--- config.mk ---
export PLATFORM = sky130hd
export DESIGN_NAME = hci_tcdm_bank_arbiter
export DESIGN_NICKNAME = d
export VERILOG_FILES = /design/src/rtl/hci_package.sv /design/src/rtl/hci_rr_pick.sv /design/src/rtl/hci_tcdm_bank_arbiter.sv
export SDC_FILE = /design/constraint.sdc
export NUM_CORES = 2
export LEC_CHECK = 0
export ABC_CLOCK_PERIOD_IN_PS = 13000
export CELL_PAD_IN_SITES_DETAIL_PLACEMENT = 1
export CELL_PAD_IN_SITES_GLOBAL_PLACEMENT = 2
export CORE_AREA = 3 3 459 461
export CTS_CLUSTER_DIAMETER = 100
export CTS_CLUSTER_SIZE = 12
export DETAILED_ROUTE_END_ITERATION = 10
export DIE_AREA = 0 0 462 464
export PLACE_DENSITY = 0.6
export SLEW_MARGIN = 20
export SYNTH_ARGS = -nofsm -noshare
export SYNTH_HDL_FRONTEND = slang
export SYNTH_HIERARCHICAL = 1
export SYNTH_SLANG_ARGS = --single-unit
--- constraint.sdc ---
create_clock -name clk_i -period 13 [get_ports clk_i]
set_clock_uncertainty 0.15 [all_clocks]
set_input_delay 3.9 -clock clk_i [delete_from_list [all_inputs] [get_ports clk_i]]
set_output_delay 3.9 -clock clk_i [all_outputs]
set_load 0.01 [all_outputs]
--- src/rtl/hci_package.sv ---
// ---------------------------------------------------------------------------
// hci_package
// Shared types for the HCI interconnect slice:
//   hci_bank_arb_state_t    - bank arbiter sequencer states
//   hci_arb_policy_e        - arbitration policy selector
//   hci_interconnect_ctrl_t - interconnect control struct (arb_policy field)
//   idx_w()                 - index width for an N-entry vector (min 1 bit)
// ---------------------------------------------------------------------------
package hci_package;

  typedef enum logic {
    IDLE  = 1'b0,
    TS_WR = 1'b1
  } hci_bank_arb_state_t;

  typedef enum logic {
    ARB_GROUP = 1'b0,
    ARB_FLAT  = 1'b1
  } hci_arb_policy_e;

  typedef struct packed {
    hci_arb_policy_e arb_policy;
  } hci_interconnect_ctrl_t;

  function automatic int unsigned idx_w(input int unsigned n);
    return (n > 1) ? $clog2(n) : 1;
  endfunction

endpackage

--- src/rtl/hci_rr_pick.sv ---
// ---------------------------------------------------------------------------
// hci_rr_pick
// Masked round-robin priority picker. Scans the request vector starting at
// the pointer position and wrapping around; the first active request wins.
// Ports:
//   i_req   [N]  request vector
//   i_ptr   [PW] highest-priority position (must be < N)
//   o_gnt   [N]  one-hot winner (zero when no request)
//   o_idx   [PW] winner index
//   o_valid      at least one request present
// ---------------------------------------------------------------------------
module hci_rr_pick
  import hci_package::*;
#(
  parameter  int unsigned N  = 4,
  localparam int unsigned PW = idx_w(N)
) (
  input  logic [N-1:0]  i_req,
  input  logic [PW-1:0] i_ptr,
  output logic [N-1:0]  o_gnt,
  output logic [PW-1:0] o_idx,
  output logic          o_valid
);

  logic [PW-1:0] w_pos;

  always_comb begin
    // NOTE: every output of this block gets a default before the scan, so no
    // path leaves a value unassigned and no latch is inferred.
    o_gnt   = '0;
    o_idx   = '0;
    o_valid = 1'b0;
    w_pos   = '0;
    for (int unsigned k = 0; k < N; k++) begin
      w_pos = PW'((32'(i_ptr) + k) % N);
      if (!o_valid && i_req[w_pos]) begin
        o_valid      = 1'b1;
        o_gnt[w_pos] = 1'b1;
        o_idx        = w_pos;
      end
    end
  end

endmodule

--- src/rtl/hci_tcdm_bank_arbiter.sv ---
// ---------------------------------------------------------------------------
// hci_tcdm_bank_arbiter
// Shares one SRAM bank among N_CH0 high-priority and N_CH1 low-priority
// requesters. Group policy: CH0 round-robin beats CH1 round-robin unless the
// CH1 starvation escape is armed. Flat policy: one round-robin over all.
// Test-and-set runs as a locked read followed by an internal all-ones write.
// Ports:
//   clk_i, rst_i             clock, synchronous active-high reset
//   arb_policy_i             0 group priority + escape, 1 flat round-robin
//   req_i/add_i/wen_i/wdata_i/be_i/ts_i   per-requester request fields
//   gnt_o                    one-hot grant (combinational)
//   r_valid_o                one-hot response valid, one cycle after grant
//   r_data_o                 bank read data, passed straight through
//   mem_req_o/add/wen/wdata/be, mem_gnt_i, mem_rdata_i   bank port
// ---------------------------------------------------------------------------
module hci_tcdm_bank_arbiter
  import hci_package::*;
#(
  parameter  int unsigned N_CH0     = 16,
  parameter  int unsigned N_CH1     = 4,
  parameter  int unsigned AW        = 12,
  parameter  int unsigned DW        = 32,
  parameter  int unsigned BW        = 8,
  parameter  int unsigned MAX_STALL = 8,
  localparam int unsigned N         = N_CH0 + N_CH1,
  localparam int unsigned BE_W      = DW / BW
) (
  input  logic              clk_i,
  input  logic              rst_i,
  input  logic              arb_policy_i,
  input  logic [N-1:0]      req_i,
  input  logic [N*AW-1:0]   add_i,
  input  logic [N-1:0]      wen_i,
  input  logic [N*DW-1:0]   wdata_i,
  input  logic [N*BE_W-1:0] be_i,
  input  logic [N-1:0]      ts_i,
  output logic [N-1:0]      gnt_o,
  output logic [N-1:0]      r_valid_o,
  output logic [DW-1:0]     r_data_o,
  output logic              mem_req_o,
  output logic [AW-1:0]     mem_add_o,
  output logic              mem_wen_o,
  output logic [DW-1:0]     mem_wdata_o,
  output logic [BE_W-1:0]   mem_be_o,
  input  logic              mem_gnt_i,
  input  logic [DW-1:0]     mem_rdata_i
);

  localparam int unsigned P0W = idx_w(N_CH0);
  localparam int unsigned P1W = idx_w(N_CH1);
  localparam int unsigned IW  = idx_w(N);
  localparam int unsigned CW  = $clog2(MAX_STALL + 1);

  hci_bank_arb_state_t    r_state, w_state_nxt;
  hci_interconnect_ctrl_t w_ctrl;

  logic [P0W-1:0] r_ptr0, w_idx0;
  logic [P1W-1:0] r_ptr1, w_idx1;
  logic [IW-1:0]  r_ptrf, w_idxf, w_win_idx;
  logic [N_CH0-1:0] w_oh0;
  logic [N_CH1-1:0] w_oh1;
  logic [N-1:0]   w_ohf, w_win_oh, r_valid;
  logic           w_v0, w_v1, w_vf;
  logic [CW-1:0]  r_stall_cnt, w_stall_nxt;
  logic [AW-1:0]  r_ts_addr;
  logic           w_flat, w_escape, w_pick_ch1, w_any, w_hs, w_ts_start;
  int unsigned    w_sel;

  assign w_ctrl.arb_policy = hci_arb_policy_e'(arb_policy_i);

  hci_rr_pick #(.N(N_CH0)) u_pick_ch0 (
    .i_req(req_i[N_CH0-1:0]), .i_ptr(r_ptr0),
    .o_gnt(w_oh0), .o_idx(w_idx0), .o_valid(w_v0)
  );

  hci_rr_pick #(.N(N_CH1)) u_pick_ch1 (
    .i_req(req_i[N-1:N_CH0]), .i_ptr(r_ptr1),
    .o_gnt(w_oh1), .o_idx(w_idx1), .o_valid(w_v1)
  );

  hci_rr_pick #(.N(N)) u_pick_flat (
    .i_req(req_i), .i_ptr(r_ptrf),
    .o_gnt(w_ohf), .o_idx(w_idxf), .o_valid(w_vf)
  );

  assign w_flat   = (w_ctrl.arb_policy == ARB_FLAT);
  assign w_escape = (r_stall_cnt == CW'(MAX_STALL));
  // An armed escape only matters while CH1 is actually asking.
  assign w_pick_ch1 = w_v1 && (w_escape || !w_v0);
  assign w_any      = w_flat ? w_vf : (w_v0 | w_v1);

  always_comb begin
    if (w_flat) begin
      w_win_oh  = w_ohf;
      w_win_idx = w_idxf;
    end else if (w_pick_ch1) begin
      w_win_oh  = {w_oh1, {N_CH0{1'b0}}};
      w_win_idx = IW'(w_idx1) + IW'(N_CH0);
    end else begin
      w_win_oh  = {{N_CH1{1'b0}}, w_oh0};
      w_win_idx = IW'(w_idx0);
    end
  end

  assign w_sel      = 32'(w_win_idx);
  assign w_hs       = (r_state == IDLE) && w_any && mem_gnt_i;
  assign w_ts_start = w_hs && wen_i[w_win_idx] && ts_i[w_win_idx];

  // Next state and bank-port outputs.
  always_comb begin
    w_state_nxt = r_state;
    gnt_o       = '0;
    mem_req_o   = 1'b0;
    mem_add_o   = '0;
    mem_wen_o   = 1'b1;
    mem_wdata_o = '0;
    mem_be_o    = '0;
    unique case (r_state)
      IDLE: begin
        mem_req_o   = w_any;
        mem_add_o   = add_i[w_sel*AW +: AW];
        mem_wen_o   = wen_i[w_win_idx];
        mem_wdata_o = wdata_i[w_sel*DW +: DW];
        mem_be_o    = be_i[w_sel*BE_W +: BE_W];
        gnt_o       = mem_gnt_i ? w_win_oh : '0;
        if (w_ts_start) w_state_nxt = TS_WR;
      end
      TS_WR: begin
        // Locked set half of test-and-set: nobody else is granted.
        mem_req_o   = 1'b1;
        mem_add_o   = r_ts_addr;
        mem_wen_o   = 1'b0;
        mem_wdata_o = '1;
        mem_be_o    = '1;
        if (mem_gnt_i) w_state_nxt = IDLE;
      end
      default: w_state_nxt = IDLE;
    endcase
  end

  // Starvation counter; held clear under the flat policy.
  always_comb begin
    w_stall_nxt = r_stall_cnt;
    if (w_flat || !w_v1 || (w_hs && w_pick_ch1)) begin
      w_stall_nxt = '0;
    end else if (!w_escape) begin
      w_stall_nxt = r_stall_cnt + 1'b1;
    end
  end

  always_ff @(posedge clk_i) begin
    // NOTE: all state updates here use non-blocking assignments so every
    // register samples the pre-edge values regardless of statement order.
    if (rst_i) begin
      r_state     <= IDLE;
      r_ptr0      <= '0;
      r_ptr1      <= '0;
      r_ptrf      <= '0;
      r_stall_cnt <= '0;
      r_valid     <= '0;
    end else begin
      r_state     <= w_state_nxt;
      r_stall_cnt <= w_stall_nxt;
      r_valid     <= gnt_o;
      if (w_hs) begin
        if (w_flat) begin
          r_ptrf <= (w_idxf == IW'(N - 1)) ? '0 : w_idxf + 1'b1;
        end else if (w_pick_ch1) begin
          r_ptr1 <= (w_idx1 == P1W'(N_CH1 - 1)) ? '0 : w_idx1 + 1'b1;
        end else begin
          r_ptr0 <= (w_idx0 == P0W'(N_CH0 - 1)) ? '0 : w_idx0 + 1'b1;
        end
      end
    end
  end

  // NOTE: the latched test-and-set address is plain datapath with no reset;
  // it is only read in TS_WR, which is entered on the same edge it is loaded.
  always_ff @(posedge clk_i) begin
    if (w_ts_start) r_ts_addr <= mem_add_o;
  end

  assign r_valid_o = r_valid;
  assign r_data_o  = mem_rdata_i;

endmodule

==> reports/qor.log <==
[synth] synth cell count leaders 861 x nand2_1, 572 x nand3_1, 242 x nor2_1, 221 x mux2i_1, 208 x a21oi_1
[clock_tree] clock tree from TritonCTS done
[setup_path] CP Data Required Time 8.95 ns
[setup_path] RR Endpoint r_ts_addr[3]$_DFFE_PP_
[die] core area 0.207 mm^2
[finish] Post-layout nets 7,066
[synth] primary flip-flop cell chosen by synthesis mapping dfxtp_1
[setup_path] last element of the critical path mem_wdata_o[30]
[synth] xor/xnor share of the synthesized area 0.0220
[setup_path] Reg-to-Reg Start r_ptrf[1]$_SDFFE_PP0P_
[sta] number of hold-slack violations in the final timing report 0
[synth] flip-flop and latch count after synthesis 48
[global_route] first-pass GRT wire length 388,000 um
[clock_tree] clock network latency to the later pin of the worst-skew pair 0.35 ns
[setup_path] worst setup path startpoint req_i[14]
[setup_path] type of the worst setup path primary input to primary output
[setup_path] setup slack of the worst register-to-register path 3.65 ns
[synth] largest cells by area after synthesis nand2_1 12%, nand3_1 10%, mux2i_1 8.1%
[die] effective utilization at floorplan 0.132
[clock_tree] clock slew at reported path FFs 0.08 ns
[sta] Worst Max-Slew Pin Slew 0.990 ns
[synth] Mapped Nets 5,264
[clock_tree] number of hold-repair buffers added at the cts stage 0
[route] # DRC 0
[synth] sequential share of the synthesized area 0.0396
[clock_tree] clk buf depth 2
[clock_tree] clk sink count 48
[sta] Slew Limit Headroom 0.337
[setup_path] maximum fanout along the worst path 13
[finish] signed area change from the synthesized netlist to the final layout 94.4%
[placed_design] # port buffers 1,113
[clock_tree] H-Tree Level Count 2
[route] vias per cell 4.87
[clock_tree] total clock buffers created by CTS 5
[sta] Peak Freq 74.6 MHz
[route] Initial DRC Count 3,078
[run_status] status finished with violations
[global_route] maximum number of pins on one net before global-route repair 56
[sta] final worst-path cycle share 1.03
[route] total via count in the routed design 42,200
[global_route] global route overflow 0
[synth] mux share of post-synthesis cell area 0.181
[synth] Post-synth EDFFs 12
[synth] fraction of post-synthesis cell area in the top cell type by area 0.118
[synth] dominant cell by count in the synthesized netlist nand2_1
[setup_path] Arr. time, crit path 9.36 ns
[sta] number of setup violations in the final report 54
[hold_path] type of the tightest min-delay check flop to flop
[sta] shortest clock period the worst path allows after layout 13.41 ns
[finish] proportion of layout cells with a drive suffix above 1 0.315
[die] Die Outline Area 0.214 mm^2
[sta] Slew Viols, Final 0
[synth] total standard cell area after synthesis 0.0273 mm^2
[die] ports placed on the boundary 1,178
[synth] number of different library cells in the post-synthesis netlist 141
[synth] ys async rst share 0
[setup_path] max incr delay on CP 0.54 ns
[global_route] antenna violations before repair 98
[die] vertical extent of the die 464 um
[placed_design] dpl hpwl 256,000 um
[sta] Setup WS post-layout -0.406 ns
[clock_tree] Root Buffer clkbuf_16
[global_route] vias in the first global route 43,400
[setup_path] R2R depth 36
[synth] synthesized-area fraction occupied by ao, oa, aoi and oai cells 0.251
[job] number of max-cap violations 0
[route] first drt pass iteration count 9
[setup_path] Most common cell on crit path buf_4
[sta] unrepaired setup endpoints after global routing true
[route] post-DR wirelength/cell 34.6 um
[global_route] GRT Total Usage 0.263
[route] number of antenna-violating nets in the routed design 0
[synth] combinational family with the most area after synthesis simple AND/OR/NAND/NOR gates
[setup_path] kind of capture point of the worst setup path primary output
[route] sum of routed wire length over all layers 300,000 um
[die] placement row count 167
[placed_design] dpl ws -1.62 ns
[synth] library cell occupying the most area in the post-synthesis netlist nand2_1
[synth] average cell area after synthesis 6.65 um^2
[synth] total number of yosys warnings 6
[die] chip width 462 um
[synth] simple-gate area share of the yosys netlist 0.371
[run_status] failing checks setup timing
[synth] Post-Syn Instances 4,106
[placed_design] final weighted congestion of routability-driven global placement 1.04
[synth] arithmetic-cell share of the synthesized area counting full adders, half adders and majority gates 0.0485
[setup_path] slowest cell on the critical path a2111o_1
[setup_path] startpoint types primary input
[per-stage QoR]
step / instance area [um^2] / hold slack (ns) / utilization / instances / TNS [ns]
6_report: 53100 / 0.405 / 0.257 / 8658 / -14.04
5_1_grt: 53000 / 0.441 / 0.256 / 8643 / -23.47
4_1_cts: 50900 / 0.405 / 0.246 / 8558 / -10.33
3_5_place_dp: 47500 / 0.379 / 0.229 / 8453 / -74.12
3_3_place_gp: 47500 / 0.363 / 0.229 / 8453 / -66.89
2_1_floorplan: 27300 / 0.344 / - / 4106 / 0
[flip-flops by register name (all words and copies together) (netlist names)]
name,count
r_valid_o,20
r_ts_addr,12
r_ptrf,5
r_ptr0,4
r_stall_cnt,4
r_ptr1,2
r_state,1
[per-layer routing]
layer	GRT usage	up-vias	routed length, um
li1	-	19000	-
met1	0.315	21200	118000
met2	0.455	1618	145000
met3	0.0527	356	21600
met4	0.110	40	14400
met5	0	-	265
[cells in the final DEF, fill, tap and decap left out, types with 74 or more instances in the layout]
master,n
o21ai_0,97
a21oi_1,166
nand2_2,85
mux2i_1,182
clkdlybuf4s50_1,1042
nand3_2,151
nand2_1,744
buf_4,798
nor3_1,87
nand3_1,392
ha_1,100
mux4_2,74
nor2_1,235
buf_12,90
buf_6,148
[cell type report]
cell class	instances	area, um^2
diodes	45	113
repair buffers	2159	21400
inverters	90	338
fillers	24800	154000
multi-input cells	3604	26600
flip-flops and latches	48	1090
clock buffers	5	125
well taps	2704	3380
clock inverters	3	45.0
[worst min-delay path by stage]
stage	startpoint	endpoint	slack [ns]	depth (start not counted)
floorplan	r_stall_cnt[3]$_SDFFE_PP0N_	r_stall_cnt[3]$_SDFFE_PP0N_	0.34	2
global placement	r_stall_cnt[3]$_SDFFE_PP0N_	r_stall_cnt[3]$_SDFFE_PP0N_	0.36	2
detailed placement	r_stall_cnt[3]$_SDFFE_PP0N_	r_stall_cnt[3]$_SDFFE_PP0N_	0.38	2
CTS	r_stall_cnt[3]$_SDFFE_PP0N_	r_stall_cnt[3]$_SDFFE_PP0N_	0.40	2
global route	r_stall_cnt[3]$_SDFFE_PP0N_	r_stall_cnt[3]$_SDFFE_PP0N_	0.44	2
finish	r_stall_cnt[3]$_SDFFE_PP0N_	r_stall_cnt[3]$_SDFFE_PP0N_	0.40	2
[kinds of logic after synthesis]
group / Yosys count
flip-flops: 48
adder cells (fa/ha/maj): 106
AO/OA/AOI/OAI: 926
AND/OR/NAND/NOR: 2145
XOR/XNOR: 63
buffers and inverters: 454
multiplexers: 364
[timing repair]
item | in CTS | in global routing
gates resized for setup | 764 | 377
setup buffers | 94 | 61
pin swaps | 128 | 121
setup endpoints to repair | 69 | 57
gates cloned | 14 | 12
[worst max-delay path: cells and delay by family]
family,cells,cell delay (ns)
AOI/OAI and AO/OA,7,1.54
buffers and inverters,12,1.88
muxes,2,0.79
and+or+nand+nor,8,1.16
Power is not shown: default switching activity piles up to over one toggle a cycle in this logic, so the estimate is an artifact.
